## config.mk

```make
export PLATFORM = sky130hd
export DESIGN_NAME = ex_div
export DESIGN_NICKNAME = d
export VERILOG_FILES = /design/src/rtl/ex_div.sv
export SDC_FILE = /design/constraint.sdc
export NUM_CORES = 1
export LEC_CHECK = 0
export ABC_AREA = 1
export BUFFER_PORTS_ARGS = -buffer_cell sky130_fd_sc_hd__buf_2
export CORE_AREA = 2 2 190 192
export DETAILED_ROUTE_END_ITERATION = 10
export DIE_AREA = 0 0 192 194
export PLACE_DENSITY = 0.59
export SLEW_MARGIN = 25
export SYNTH_ARGS = -nofsm -noshare
export SYNTH_HDL_FRONTEND = slang
export SYNTH_SLANG_ARGS = --single-unit
```

## constraint.sdc

```tcl
create_clock -name clk -period 4.26 [get_ports clk]
set_input_delay 0.426 -clock clk [delete_from_list [all_inputs] [get_ports clk]]
set_output_delay 0.426 -clock clk [all_outputs]
set_load 0.01 [all_outputs]
```

## src/rtl/ex_div.sv

```systemverilog
// ex_div: iterative radix-2 restoring divider for RISC-V DIV/DIVU/REM/REMU.
// One quotient bit per cycle over 32 CALC cycles; divide-by-zero and signed
// overflow bypass CALC and complete through END on the next edge.
module ex_div #(
  parameter int unsigned WIDTH = 32
) (
  input  logic             clk,
  input  logic             rst,
  input  logic             start,
  input  logic [2:0]       op,
  input  logic [WIDTH-1:0] dividend,
  input  logic [WIDTH-1:0] divisor,
  input  logic [4:0]       reg_waddr_i,
  input  logic             abort,
  output logic             busy,
  output logic             ready,
  output logic [WIDTH-1:0] result,
  output logic [4:0]       reg_waddr_o
);

  typedef enum logic [1:0] {StIdle, StCalc, StEnd} state_e;

  state_e           state_q, state_d;
  logic [4:0]       count_q;
  logic [WIDTH-1:0] quo_q, rem_q, dsor_q;
  logic [4:0]       waddr_q;
  logic             is_rem_q, special_q, neg_quo_q, neg_rem_q;

  // Request decode, evaluated on the operands presented in IDLE.
  logic             is_signed, div_zero, overflow;
  logic [WIDTH-1:0] abs_a, abs_b;
  // One restoring step: shift in the next dividend bit, trial-subtract.
  logic [WIDTH:0]   rem_sh;
  logic [WIDTH+1:0] sub;
  logic             borrow;
  // Sign-corrected outcome published from END.
  logic [WIDTH-1:0] quo_fix, rem_fix, end_res;
  // op[2] is always set for the divide group and carries no information;
  // sub[WIDTH] is provably zero whenever the difference is kept.
  logic             unused_bits;

  assign is_signed = ~op[0];
  assign div_zero  = (divisor == '0);
  assign overflow  = is_signed && (dividend == {1'b1, {(WIDTH-1){1'b0}}}) && (divisor == '1);
  assign abs_a     = (is_signed && dividend[WIDTH-1]) ? -dividend : dividend;
  assign abs_b     = (is_signed && divisor[WIDTH-1])  ? -divisor  : divisor;

  assign rem_sh    = {rem_q, quo_q[WIDTH-1]};
  assign sub       = {1'b0, rem_sh} - {2'b00, dsor_q};
  assign borrow    = sub[WIDTH+1];

  assign quo_fix   = neg_quo_q ? -quo_q : quo_q;
  assign rem_fix   = neg_rem_q ? -rem_q : rem_q;
  assign end_res   = special_q ? quo_q : (is_rem_q ? rem_fix : quo_fix);

  assign unused_bits = op[2] ^ sub[WIDTH];

  assign busy = (state_q != StIdle);

  // Next-state logic; abort overrides everything, including END.
  always_comb begin
    state_d = state_q;
    case (state_q)
      StIdle: if (start) state_d = (div_zero || overflow) ? StEnd : StCalc;
      StCalc: if (count_q == 5'd31) state_d = StEnd;
      StEnd:  state_d = StIdle;
      default: state_d = StIdle;
    endcase
    if (abort) state_d = StIdle;
  end

  // State register.
  always_ff @(posedge clk or posedge rst) begin
    if (rst) state_q <= StIdle;
    else     state_q <= state_d;
  end

  // Operand capture, iteration datapath and registered outputs.
  always_ff @(posedge clk or posedge rst) begin
    if (rst) begin
      count_q     <= '0;
      quo_q       <= '0;
      rem_q       <= '0;
      dsor_q      <= '0;
      waddr_q     <= '0;
      is_rem_q    <= 1'b0;
      special_q   <= 1'b0;
      neg_quo_q   <= 1'b0;
      neg_rem_q   <= 1'b0;
      ready       <= 1'b0;
      result      <= '0;
      reg_waddr_o <= '0;
    end else begin
      ready <= 1'b0;
      case (state_q)
        StIdle: begin
          if (start && !abort) begin
            is_rem_q  <= op[1];
            waddr_q   <= reg_waddr_i;
            count_q   <= '0;
            special_q <= div_zero || overflow;
            neg_quo_q <= is_signed && (dividend[WIDTH-1] ^ divisor[WIDTH-1]);
            neg_rem_q <= is_signed && dividend[WIDTH-1];
            dsor_q    <= abs_b;
            rem_q     <= '0;
            // Special results are parked in quo_q and bypass sign correction.
            if (div_zero)      quo_q <= op[1] ? dividend : '1;
            else if (overflow) quo_q <= op[1] ? '0 : dividend;
            else               quo_q <= abs_a;
          end
        end
        StCalc: begin
          count_q <= count_q + 5'd1;
          if (!borrow) begin
            rem_q <= sub[WIDTH-1:0];
            quo_q <= {quo_q[WIDTH-2:0], 1'b1};
          end else begin
            rem_q <= rem_sh[WIDTH-1:0];
            quo_q <= {quo_q[WIDTH-2:0], 1'b0};
          end
        end
        StEnd: begin
          if (!abort) begin
            result      <= end_res;
            reg_waddr_o <= waddr_q;
            ready       <= 1'b1;
          end
        end
        default: ;
      endcase
    end
  end

endmodule
```

==> results.md <==
* Outcome: complete, no violations
* Worst-path clk slew at 60 ps
* Port buffer count at 113
* Pwr dens at 648 mW/mm2
* Minimum clock period at 2880 ps
* Clock latency at the later pin of the worst-skew pair at 430 ps
* Largest area contributor in the netlist: dfrtp_1
* Clock Path Buffers at 2
* Initial core utilization at 0.397
* Ys flop type: dfrtp_1
* Htree depth at 4
* Crit end category: register
* Final instance area at 0.0154 mm2
* Post-CTS Resized at 0
* First-pass GRT wire length at 76.9 mm
* Root Driver: clkbuf_16
* TritonCTS clock tree: done
* Post-route ant nets at 0
* Reg2reg setup slack at 1380 ps
* Synth Area in Adders at 0.0363
* Slew HR at 0.347
* Proportion of layout cells with a drive suffix above 1 at 0.0993
* Synth Instances at 2,317
* Multiplexer share of the synthesized area at 0
* Vias per cell at 5.33
* CTS Sinks at 150
* Total grt overflow at 0
* Final Max Slew Viols at 0
* Synth Cell Area at 0.0140 mm2
* Number of synthesized flops with an enable pin at 0
* Final Hold Vio Count at 0
* Syn_area_per_cell at 6.04 um2
* Largest net degree at the start of global routing at 151
* Worst EP required at 4590 ps
* Total power at 9.99 mW
* Fillers at 3,841
* Ys Warns at 0
* CP Data Arrival Time at 3210 ps
* Tightest Pin Transition at 978 ps
* Dpl cell area at 0.0148 mm2
* Die area at 0.0372 mm2
* WL final at 49.1 mm
* Peak VDD IR at 0.258 mV
* Top cell type's share of synthesized area at 0.268
* Final period utilization at 0.677
* Initial antenna violation count at 1
* Fmax achieved at 347 MHz
* Compound-Gate Fraction of Synth Area at 0.123
* Detailed Routing Iterations Pass 1 at 5
* Hold buffer count at CTS at 0
* Register area share after synthesis at 0.268
* Syn Nets at 2,433
* Ant diodes at 0
* Critical path type: reg -> reg
* CP max FO at 29
* Tightest Hold Check Type: in -> async
* Fin Setup TNS at 0 ps
* Leakage at 8.06 nW
* Detailed Place HPWL at 37.9 mm
* Boundary Pins at 115
* CTS buffer count at 17
* Via count at 15,200
* Final Core Density at 0.438
* Synth Area in XOR/XNOR at 0.0257
* CP Launch Type: register
* Synth unique cells at 51
* Post-Synth Simple-Gate Area at 0.428
* RSZ-0062 raised after global routing: false
* GP Congestion at 0.957
* Worst clock skew at 10.8 ps
* Synth-to-Final Area Change at 10.3%
* Routed WL per cell at 17.2 um
* Initial DRC count at 1,450
* Seq cells post-synth at 150
* Post-CTS Setup Inserts at 0
* Vias in the first global route at 13,900
* Die H at 194 um
* Max-cap violation count at 0
* Row cnt at 69
* Main area contributors after synthesis: dfrtp_1, nand2_1, nand3_1
* Nets at 2,499
* Final setup fails at 0
* Fraction of registers with async set/reset at 1.00
* Main combinational cell family by area after synthesis: simple AND/OR/NAND/NOR gates
* Gr usage total at 0.264
* Number of remaining DRC errors at 0
* Core box area at 0.0352 mm2
* Die X at 192 um
==> cells by family (layout without fill, tap and decap cells) <==
logic type	after synthesis	after routing
compound gates	313	313
xor+xnor	41	41
fa+ha+maj	40	40
buf+inv	405	484
flops	150	150
simple gates	1368	1368
==> critical path, stage by stage, from the launching register on <==
cell and delay [ps]:
dfrtp_1 510, ha_1 440, nand2_2 100, nor2_2 170
nand2_1 100, nor2_2 180, nand4_2 90, buf_4 250
nand3_2 370, buf_4 250, nand3_1 150, nand3_1 100
nand2_1 50
==> metrics by stage <==
stage                     setup slack [ps]  hold slack [ps]  cells
after floorplan                       1950              440   2317
after global placement                1440              456   2825
after detailed placement              1440              461   2825
after CTS                             1420              189   2857
after global routing                  1240              215   2857
final                                 1380              195   2857
==> area by class of cell <==
class / count / area [um2] / share of cell area
clock inverter: 11 / 149 / 0.00965
sequential: 150 / 3750 / 0.243
timing repair buffer: 131 / 713 / 0.0462
inverter: 321 / 1210 / 0.0783
clock buffer: 21 / 440 / 0.0285
tap: 461 / 577 / 0.0374
multi-input combinational: 1762 / 8590 / 0.557
==> registers in the layout, indices dropped and copies added (netlist names), 2 cells and up <==
| signal | count |
|---|---|
| count_q | 5 |
| waddr_q | 5 |
| quo_q | 32 |
| reg_waddr_o | 5 |
| dsor_q | 32 |
| state_q | 2 |
| result | 32 |
| rem_q | 32 |
==> worst paths after layout <==
check	to	startpoint	depth (start not counted)
setup / recovery	rem_q[27]$_DFFE_PP0P_	rem_q[22]$_DFFE_PP0P_	12
hold / removal	result[30]$_DFFE_PP0P_	rst	3
setup reg to reg	rem_q[27]$_DFFE_PP0P_	rem_q[22]$_DFFE_PP0P_	12
hold reg to reg	count_q[3]$_DFFE_PP0P_	count_q[3]$_DFFE_PP0P_	1
max in group asynchronous	dsor_q[15]$_DFFE_PP0P_	rst	3
min in group clk	waddr_q[0]$_DFFE_PP0P_	reg_waddr_i[0]	3
==> power by group <==
group	switching (mW)	leakage, nW	internal [mW]
Sequential	0.563	1.89	1.97
Combinational	3.95	5.90	1.96
Clock	0.629	0.278	0.925
Total	5.14	8.06	4.85
==> cell usage in the layout (no fill, tap or decap), types with 7 or more instances in the layout <==
cell type	count
nor3_1	21
nand3_2	7
nor2_1	196
inv_1	301
buf_4	17
ha_1	39
nand2_1	756
nand3_1	260
o211ai_1	15
a21oi_1	76
xor2_1	28
nand2_2	9
dfrtp_1	150
o21ai_1	18
nor2_2	19
nand3b_1	7
nand4_1	60
o21ai_0	149
o22ai_1	26
inv_2	16
clkbuf_16	17
xnor2_1	13
buf_2	113
==> cells in the mapped netlist (9+ instances only) <==
cell and count:
xnor2_1 13, o22ai_1 26, o21ai_1 18, ha_1 39, nand4_1 60, inv_1 302
nand2_2 9, a21oi_1 76, xor2_1 28, buf_2 17, o211ai_1 15, o21ai_0 149
nand3_1 260, nor2_2 18, dfrtp_1 150, buf_6 12, nand2_1 756, nor3_1 21
nor2_1 197, inv_2 16, clkbuf_1 44
==> metal layers <==
metal  share of wire  GRT usage  up-vias
li1                -          -     7614
met1            0.48      0.399     7021
met2            0.43      0.394      524
met3           0.060     0.0255       66
met4           0.028     0.0823        0
met5               0          0        -
(Power assumes the default switching activity.)
